$ cat config.mk
export PLATFORM = sky130hd
export DESIGN_NAME = pe_out_packer
export DESIGN_NICKNAME = d
export VERILOG_FILES = /design/src/rtl/pe_pkg.sv /design/src/rtl/pe_out_packer_fp32_to_bf16.sv /design/src/rtl/pe_out_packer.sv
export SDC_FILE = /design/constraint.sdc
export NUM_CORES = 1
export LEC_CHECK = 0
export ABC_AREA = 1
export BUFFER_PORTS_ARGS = -buffer_cell sky130_fd_sc_hd__buf_2
export CAP_MARGIN = 40
export CORE_MARGIN = 2
export CORE_UTILIZATION = 50
export DETAILED_ROUTE_END_ITERATION = 7
export GPL_ROUTABILITY_DRIVEN = 1
export HOLD_SLACK_MARGIN = 0.05
export PLACE_DENSITY = 0.84
export SLEW_MARGIN = 20
export SYNTH_ARGS = -nofsm -noshare
export SYNTH_HDL_FRONTEND = slang
export SYNTH_SLANG_ARGS = --single-unit
export TNS_END_PERCENT = 30
$ cat constraint.sdc
create_clock -name clk -period 4.1 [get_ports clk]
set_clock_uncertainty 0.1 [all_clocks]
set_input_delay 0 -clock clk [delete_from_list [all_inputs] [get_ports clk]]
set_output_delay 0 -clock clk [all_outputs]
set_load 0.005 [all_outputs]
$ cat src/rtl/pe_pkg.sv
`default_nettype none
// ============================================================================
// Module      : pe_pkg
// Description : Shared constants and FSM state type for the PE output packer
//               (fp32 accumulator -> bf16 conversion and 64-bit packing).
// Contents    : LANES/ACC_W/OUT_W defaults, fp32/bf16 special-value fields,
//               pack_state_e {IDLE, CONV, OUT}.
// Config      : none (the ReLU option PE_PACK_RELU_EN lives in pe_out_packer).
// Revision    : 1.0 - initial release
// ============================================================================
package pe_pkg;

    localparam int LANES_DEF = 4;
    localparam int ACC_W_DEF = 32;
    localparam int OUT_W_DEF = 16;

    // Mantissa of the canonical quiet NaN emitted for any fp32 NaN input.
    localparam logic [6:0] BF16_QNAN_MANT = 7'h40;
    // All-ones exponent marks infinity / NaN in both fp32 and bf16.
    localparam logic [7:0] FP32_EXP_MAX   = 8'hFF;

    typedef enum logic [1:0] {
        IDLE = 2'd0,
        CONV = 2'd1,
        OUT  = 2'd2
    } pack_state_e;

endpackage : pe_pkg
`default_nettype wire

$ cat src/rtl/pe_out_packer_fp32_to_bf16.sv
`default_nettype none
// ============================================================================
// Module      : fp32_to_bf16
// Description : Combinational fp32 -> bf16 converter with round-to-nearest-
//               even. NaN becomes a signed quiet NaN, infinity is kept,
//               denormals flush to signed zero. A rounding carry into the
//               exponent naturally produces infinity (no saturation).
//               When relu is set, any negative non-NaN input (including -0
//               and -inf) yields +0; NaN always passes through.
// Ports       : in   [31:0]  fp32 operand
//               relu         ReLU request for this operand
//               out  [15:0]  bf16 result
// Revision    : 1.0 - initial release
// ============================================================================
module fp32_to_bf16
    import pe_pkg::*;
(
    input  logic [31:0] in,
    input  logic        relu,
    output logic [15:0] out
);

    logic        sign;
    logic [7:0]  exp_f;
    logic [22:0] mant_f;
    logic        is_nan;
    logic        round_up;
    logic [15:0] rounded;

    always_comb begin
        sign     = in[31];
        exp_f    = in[30:23];
        mant_f   = in[22:0];
        is_nan   = (exp_f == FP32_EXP_MAX) && (mant_f != 23'd0);
        // Guard bit set and either sticky bits or an odd LSB: round up.
        round_up = in[15] & ((|in[14:0]) | in[16]);
        rounded  = in[31:16] + {15'd0, round_up};

        out = rounded;
        if (is_nan) begin
            out = {sign, FP32_EXP_MAX, BF16_QNAN_MANT};
        end else if (exp_f == FP32_EXP_MAX) begin
            out = {sign, FP32_EXP_MAX, 7'h00};
        end else if (exp_f == 8'd0) begin
            out = {sign, 15'h0000};
        end

        if (relu && sign && !is_nan) begin
            out = 16'h0000;
        end
    end

endmodule : fp32_to_bf16
`default_nettype wire

$ cat src/rtl/pe_out_packer.sv
`default_nettype none
// ============================================================================
// Module      : pe_out_packer
// Description : Captures LANES fp32 accumulators on a valid/ready handshake,
//               converts them one lane per clock to bf16 (RNE) through a
//               single shared converter, and presents the packed word on a
//               valid/ready output. Capture at edge 0, out_valid after edge
//               LANES; minimum LANES+2 cycles per word.
// Config      : `PE_PACK_RELU_EN - when defined, act_en[i] clamps negative
//               non-NaN lane results to +0. When undefined act_en is ignored.
// Ports       : clk        clock, rising edge
//               rst        asynchronous active-low reset
//               acc_in     LANES*ACC_W accumulators, lane i at [ACC_W*i +: ACC_W]
//               act_en     per-lane ReLU request, sampled with acc_in
//               cap_valid  / cap_ready   capture handshake
//               out_data   LANES*OUT_W packed bf16, lane i at [OUT_W*i +: OUT_W]
//               out_valid  / out_ready   output handshake
//               busy       high while converting or holding the output word
// Revision    : 1.0 - initial release
// ============================================================================
module pe_out_packer
    import pe_pkg::*;
#(
    parameter int LANES = LANES_DEF,
    parameter int ACC_W = ACC_W_DEF,
    parameter int OUT_W = OUT_W_DEF
) (
    input  logic                   clk,
    input  logic                   rst,
    input  logic [LANES*ACC_W-1:0] acc_in,
    input  logic [LANES-1:0]       act_en,
    input  logic                   cap_valid,
    output logic                   cap_ready,
    output logic [LANES*OUT_W-1:0] out_data,
    output logic                   out_valid,
    input  logic                   out_ready,
    output logic                   busy
);

    localparam int             LW        = (LANES > 1) ? $clog2(LANES) : 1;
    localparam logic [LW-1:0]  LAST_LANE = LW'(LANES - 1);

    pack_state_e              state_q, state_d;
    logic [LW-1:0]            lane_q, lane_d;
    logic [LANES*ACC_W-1:0]   acc_q, acc_d;
    logic [LANES*OUT_W-1:0]   out_data_q, out_data_d;

    logic [ACC_W-1:0]         acc_sel;
    logic                     relu_sel;
    logic [OUT_W-1:0]         conv_out;

`ifdef PE_PACK_RELU_EN
    logic [LANES-1:0]         act_q, act_d;
`else
    // ReLU disabled: the request inputs are intentionally left unconsumed.
    logic                     act_en_unused;
    assign act_en_unused = ^act_en;
`endif

    // ------------------------------------------------------------------
    // Lane select feeding the single shared converter
    // ------------------------------------------------------------------
    always_comb begin
        acc_sel  = acc_q[ACC_W-1:0];
        relu_sel = 1'b0;
        for (int i = 0; i < LANES; i++) begin
            if (lane_q == LW'(i)) begin
                acc_sel = acc_q[i*ACC_W +: ACC_W];
`ifdef PE_PACK_RELU_EN
                relu_sel = act_q[i];
`endif
            end
        end
    end

    fp32_to_bf16 u_conv (
        .in   (acc_sel),
        .relu (relu_sel),
        .out  (conv_out)
    );

    // ------------------------------------------------------------------
    // FSM next-state and outputs
    // ------------------------------------------------------------------
    always_comb begin
        state_d    = state_q;
        lane_d     = lane_q;
        acc_d      = acc_q;
        out_data_d = out_data_q;
`ifdef PE_PACK_RELU_EN
        act_d      = act_q;
`endif
        cap_ready  = 1'b0;
        out_valid  = 1'b0;
        busy       = 1'b0;

        case (state_q)
            IDLE: begin
                cap_ready = 1'b1;
                if (cap_valid) begin
                    acc_d   = acc_in;
`ifdef PE_PACK_RELU_EN
                    act_d   = act_en;
`endif
                    lane_d  = '0;
                    state_d = CONV;
                end
            end

            CONV: begin
                busy = 1'b1;
                for (int i = 0; i < LANES; i++) begin
                    if (lane_q == LW'(i)) begin
                        out_data_d[i*OUT_W +: OUT_W] = conv_out;
                    end
                end
                if (lane_q == LAST_LANE) begin
                    lane_d  = '0;
                    state_d = OUT;
                end else begin
                    lane_d  = lane_q + LW'(1);
                end
            end

            OUT: begin
                busy      = 1'b1;
                out_valid = 1'b1;
                if (out_ready) begin
                    state_d = IDLE;
                end
            end

            default: begin
                state_d = IDLE;
                lane_d  = '0;
            end
        endcase
    end

    // ------------------------------------------------------------------
    // State registers
    // ------------------------------------------------------------------
    always_ff @(posedge clk or negedge rst) begin
        if (!rst) begin
            state_q    <= IDLE;
            lane_q     <= '0;
            acc_q      <= '0;
            out_data_q <= '0;
        end else begin
            state_q    <= state_d;
            lane_q     <= lane_d;
            acc_q      <= acc_d;
            out_data_q <= out_data_d;
        end
    end

`ifdef PE_PACK_RELU_EN
    always_ff @(posedge clk or negedge rst) begin
        if (!rst) begin
            act_q <= '0;
        end else begin
            act_q <= act_d;
        end
    end
`endif

    assign out_data = out_data_q;

endmodule : pe_out_packer
`default_nettype wire

==> results of run 1 <==
==> sequential cells by signal (all words and copies together) (netlist names) <==
signal    cells
acc_q       128
out_data     64
lane_q        2
state_q       2
==> power by group through the flow <==
stage	clock (mW)	sequential [mW]	combinational, mW
CTS	1.65	3.34	3.54
detailed placement	0	3.37	3.40
global placement	0	3.32	3.28
finish	1.65	3.41	3.62
floorplan	0	3.27	2.35
global route	1.75	3.50	4.01
==> worst min-delay path by stage <==
stage | cells after the start | endpoint | slack [ns]
6_report | 3 | out_data[52] | 0.05
5_1_grt | 3 | out_data[57] | 0.08
4_1_cts | 3 | out_data[52] | 0.07
3_5_place_dp | 1 | out_data[20] | -0.09
3_3_place_gp | 2 | acc_q[39] | 0.13
2_1_floorplan | 0 | acc_q[0] | -0.40
==> cell usage in the layout, fill, tap and decap left out, types with 2 or more instances in the layout <==
master	instances
or2_2	3
buf_2	197
buf_4	7
nor2_2	10
dlygate4sd3_1	132
inv_8	4
nor3_1	3
inv_1	52
o21ai_0	10
ha_1	8
nand3_1	31
nor2_4	4
o21ai_1	19
o21ai_2	2
nand3b_1	2
inv_2	12
inv_6	3
mux2_2	103
clkinv_4	3
clkinv_8	2
buf_16	2
nor4_1	3
nand4_1	9
dfrtp_1	196
clkbuf_8	2
a21oi_1	42
nand2_2	11
clkbuf_16	17
nand2_1	278
nor2_1	76
==> area by class of cell <==
class / instances / area share (%)
inverters: 65 / 2.04
flip-flops and latches: 196 / 41.1
multi-input cells: 620 / 29.1
diodes: 1 / 0.0210
clock buffers: 19 / 3.71
repair buffers: 340 / 20.5
well taps: 225 / 2.36
clock inverters: 13 / 1.13
==> per-layer routing <==
layer	part of all wire [%]	wire length (um)	vias up	track usage [%]
li1	-	-	3594	-
met1	40	10500	3768	35.0
met2	50	13100	316	50.1
met3	5.7	1490	83	5.48
met4	4.2	1110	0	15.2
met5	0	0	-	0
==> cells by family after synthesis <==
group           synth area share [%]
mux                             13.2
buf+inv                         4.94
compound gates                  4.47
fa+ha+maj                       1.14
simple gates                    20.4
xor+xnor                       0.199
flops                           55.7
==> worst register-to-register path, delay by kind of cell (launching register included) <==
family	cells	cell delay (ns)
buf+inv	4	0.48
flops	1	0.40
fa+ha+maj	2	0.67
simple gates	14	1.28
==> per-stage QoR <==
stage,setup WS (ns),instance area (um2),std cells
2_1_floorplan,1.71,8810,921
3_3_place_gp,1.22,9980,1312
3_5_place_dp,1.14,10000,1313
4_1_cts,1.12,11900,1478
5_1_grt,0.830,11900,1479
6_report,1.08,11900,1479
==> impl_metrics.yaml, run 1 <==
layout:
  post-route-util_pct: 69.3
  area_growth_pct: 35.5
  drive_gt1_share_pct: 30.9
  fill_cells: 1216
  fin_nets: 1384
  multi_input_area_um2: 3480
  regArea_um2: 4900
clocking:
  cts_sinks: 196
  cts_buffers: 17
  cts_buffer_depth: 2
  tritoncts: "yes"
  h-tree-depth: 4
  cts_resized: 0
  cts_root_buffer: "clkbuf_16"
  path_clk_slew_ns: 0.07
  cts_setup_buffers: 0
  clock_latency_ns: 0.45
  postCtsHoldBufs: 133
synthesis:
  ys.flop_type: "dfrtp_1"
  yosys-top-cells-count: "279 x nand2_1, 196 x dfrtp_1, 103 x mux2_2"
  ys_ff_latch: 196
  synthDominantCellAreaShare_pct: 55.7
  netlist_instances: 921
  yosys_warnings: 0
  synth_enable_flop_cells: 0
  ys_top_cells_by_area: "dfrtp_1 56%, mux2_2 13%, nand2_1 12%"
  async_reset_ff_share_pct: 100
  syn_area_per_cell_um2: 9.57
  synth_area_um2: 8810
  ys_types: 31
  syn_nets: 1065
  yosys.area.top_type: "dfrtp_1"
  synth.most_common_cell: "nand2_1"
  synth-seq-area-share_pct: 55.7
power:
  p_sw_share_pct: 39.9
  design_power_total_mw: 8.68
  power.density_nw_per_um2: 727
  ir_drop_mv: 0.407
  p_clk_share_pct: 19.0
  p_leak_nw: 6.09
  cellInternalPower_mw: 5.22
  p_seq_share_pct: 39.3
  comb_power_share_pct: 41.8
  p_sw_mw: 3.46
worst_setup_path:
  crit_end: "out_data[6]"
  crit_fanout: 17
  crit_path_frequent_cell: "nand2_1"
  critical_path.slowest_cell: "ha_1"
  path_class: "reg -> reg"
  slowest_delay_ns: 0.46
  cp_cell_sequence: "inv_1, ha_1, inv_2, nand2_1, nand3_1, nand2_1, nand2_1, nand2_2, inv_2, ha_1, nand2_1, nor2_2, nand2_1, nand2_1, nand2_1, inv_1, nand2_1, nand2_1, nand2_1, nand2_1"
  critPathCaptureType: "register"
  ff2ff_setup_slack_ns: 1.08
  reg2reg_to: "out_data[6]"
  startpoint_type: "register"
  path_delay_family: "simple AND/OR/NAND/NOR gates"
  path_buf_inv: 4
  cp.arrival_ns: 3.25
  worst_r2r_startpoint: "lane_q[1]"
  cp-startpoint: "lane_q[1]"
  rr_worst_depth: 20
  critical_path_depth: 20
  crit_required_ns: 4.33
timing:
  drv_slew: 0
  worst_pin_slew_ns: 0.782
  finalCriticalPeriod_ns: 3.02
  rsz0062_at_grt: "false"
  relSlewSlack_pct: 47.8
  hold_violations: 0
  fin_crit_sh_pct: 73.7
  setup_viol: 0
  tns_ns: 0
  max_freq_ghz: 0.331
  hold_ws_ns: 0.0546
die:
  placementRows: 48
  die_y_um: 137
  ios: 203
  initial_core_util_pct: 51.1
  die_area_um2: 18700
  coreArea_um2: 17200
  die_w_um: 137
grt:
  antenna_found_initial: 1
  grt_pass1_wl_mm: 41.3
  grt_usage_pct: 29.2
  overflow: 0
  grt_start_max_net_pins: 78
  grt_pass1_vias: 8069
routing:
  wl_mm: 26.2
  initialDrtViolationCount: 426
  wl_per_cell_um: 17.7
  drc: 0
  antenna_left: 0
  vias: 7761
  viasPerCell: 5.25
  first_pass_iters: 7
worst_hold_path:
  holdCritPathClass: "in -> async"
placement:
  dp_hpwl_mm: 15.8
  gp_congestion: 0.852
  port_buffers: 198
run:
  cap_viol_max_count: 0
outcome:
  status: "completed"
Note: power is estimated with default switching activity, not from simulation.
==> run 2: changes to the inputs <==
==> constraint.sdc (replaced) <==
create_clock -name clk -period 3 [get_ports clk]
set_clock_uncertainty 0.1 [all_clocks]
set_input_delay 0 -clock clk [delete_from_list [all_inputs] [get_ports clk]]
set_output_delay 0 -clock clk [all_outputs]
set_load 0.005 [all_outputs]
==> run 2 against run 1 <==
Flip-flop and latch count unchanged. Sequential share of layout area down 0.43 points. Sequential power up 36%. Count of clock-buffer cells in the layout down 1. Die area unchanged. Cell count up 0.81%. Non-clock buffer count up 12. Via count up 1.0%. Fmax up 9.7%. Hold slack better by 0.17 ns. Critical path depth unchanged. Worst setup slack worse by 0.83 ns. Largest cell class unchanged. Highest routed layer unchanged.
==> impl_metrics.yaml, run 2 (synthesis gave the netlist of run 1 again) <==
worst_hold_path:
  holdCritPathClass: "in -> reg"
timing:
  hold_ws_ns: 0.223
  worst_pin_slew_ns: 0.540
  fin_crit_sh_pct: 91.8
  tns_ns: 0
  fin_ws_ns: 0.246
  drv_slew: 0
  rsz0062_at_grt: "false"
  relSlewSlack_pct: 64.0
  finalCriticalPeriod_ns: 2.75
  setup_viol: 0
  hold_violations: 0
  max_freq_ghz: 0.363
worst_setup_path:
  startpoint_type: "register"
  slowest_delay_ns: 0.40
  path_class: "reg -> reg"
  crit_path_frequent_cell: "nand2_1"
  crit_fanout: 13
  path_buf_inv: 4
  critPathCaptureType: "register"
  critical_path.slowest_cell: "dfrtp_1"
  cp.arrival_ns: 2.99
  path_delay_family: "simple AND/OR/NAND/NOR gates"
  crit_required_ns: 3.23
  cp_cell_sequence: "inv_1, ha_2, inv_2, nand2_1, nand3_1, nand2_1, nand2_1, nand2_2, inv_2, ha_1, nand2_1, nor2_2, nand2_1, nand2_1, nand2_1, inv_1, nand2_1, nand2_1, nand2_1, nand2_1"
grt:
  grt_start_max_net_pins: 97
  antenna_found_initial: 1
  grt_usage_pct: 28.7
  grt_pass1_wl_mm: 40.7
  grt_pass1_vias: 8052
  overflow: 0
layout:
  fin_nets: 1396
  fill_cells: 1239
  finalNonFillerCells: 1491
  top_register: "acc_q"
  mostFrequentLayoutCell: "nand2_1"
  post-route-util_pct: 70.0
  mostFrequentLayoutCells: "278 x nand2_1, 197 x buf_2, 196 x dfrtp_1"
  regArea_um2: 4900
  multi_input_area_um2: 3480
  drive_gt1_share_pct: 31.5
  largest_reg_flops: 128
  area_growth_pct: 36.9
clocking:
  tritoncts: "yes"
  cts_buffer_depth: 2
  cts_buffers: 17
  path_clk_slew_ns: 0.08
  h-tree-depth: 4
  cts_sinks: 196
  clock_latency_ns: 0.43
  cts_setup_buffers: 0
  cts_root_buffer: "clkbuf_16"
placement:
  gp_congestion: 0.900
  dp_hpwl_mm: 15.9
  port_buffers: 198
  place_ws_ns: 0.118
  dp_cells: 1324
routing:
  drc: 0
  wl_mm: 25.8
  vias: 7842
  first_pass_iters: 5
  wl_per_cell_um: 17.3
  antenna_left: 0
  initialDrtViolationCount: 422
  viasPerCell: 5.26
power:
  power.density_nw_per_um2: 997
  ir_drop_mv: 0.522
  p_leak_nw: 6.16
outcome:
  status: "completed"
die:
  die_area_um2: 18700
  coreArea_um2: 17200
  initial_core_util_pct: 51.1
  die_y_um: 137
  placementRows: 48
  ios: 203
  die_w_um: 137
run:
  cap_viol_max_count: 0
run 2: metal layers:
layer  up-vias  part of all wire (%)  track usage, %
li1       3621                     -               -
met1      3762                    39            34.3
met2       374                    51            49.0
met3        85                   6.5            6.11
met4         0                   4.1            14.5
met5         -                     0               0
run 2: where the power goes:
| group | leakage (nW) | switching [mW] | internal [mW] | total [mW] |
|---|---|---|---|---|
| clock network | 0.300 | 1.11 | 1.28 | 2.39 |
| logic | 3.50 | 2.89 | 2.11 | 5.00 |
| registers | 2.36 | 0.717 | 3.92 | 4.64 |
| total | 6.16 | 4.72 | 7.31 | 12.0 |
run 2: final timing paths:
path,endpoint,slack [ns],cells after the start,from
max,out_data[6],0.25,20,lane_q[1]
min,acc_q[33],0.22,3,acc_in[33]
max reg2reg,out_data[6],0.25,20,lane_q[1]
min reg2reg,out_data[11],0.38,2,out_data[11]
max in group asynchronous,acc_q[7],1.40,5,rst
min in group asynchronous,out_data[31],0.41,3,rst
run 2: cell type report:
type                       count  share of cell area [%]
sequential                   196                    40.7
multi-input combinational    620                    28.8
timing repair buffer         352                    21.0
clock buffer                  18                    3.56
tap                          225                    2.33
inverter                      65                    2.02
clock inverter                14                    1.56
antenna                        1                  0.0207
run 2: per-stage QoR:
| stage | instance area, um2 | power, mW |
|---|---|---|
| floorplan | 8810 | 7.68 |
| global placement | 10100 | 9.07 |
| detailed placement | 10100 | 9.32 |
| CTS | 12000 | 11.8 |
| global route | 12100 | 12.8 |
| finish | 12100 | 12.0 |
run 2: what timing repair did:
action	CTS	global route
endpoints found under the hold margin	225	11
resized for setup	0	1
setup endpoints to repair	0	46
hold buffers	132	1
run 2: worst register-to-register path, cell delays in order, from the launching register on:
cell,delay [ns]
dfrtp_1,0.40
inv_1,0.10
ha_2,0.32
inv_2,0.17
nand2_1,0.10
nand3_1,0.06
nand2_1,0.11
nand2_1,0.09
nand2_2,0.12
inv_2,0.07
ha_1,0.20
nand2_1,0.12
nor2_2,0.06
nand2_1,0.09
nand2_1,0.06
nand2_1,0.06
inv_1,0.04
nand2_1,0.05
nand2_1,0.15
nand2_1,0.11
nand2_1,0.06
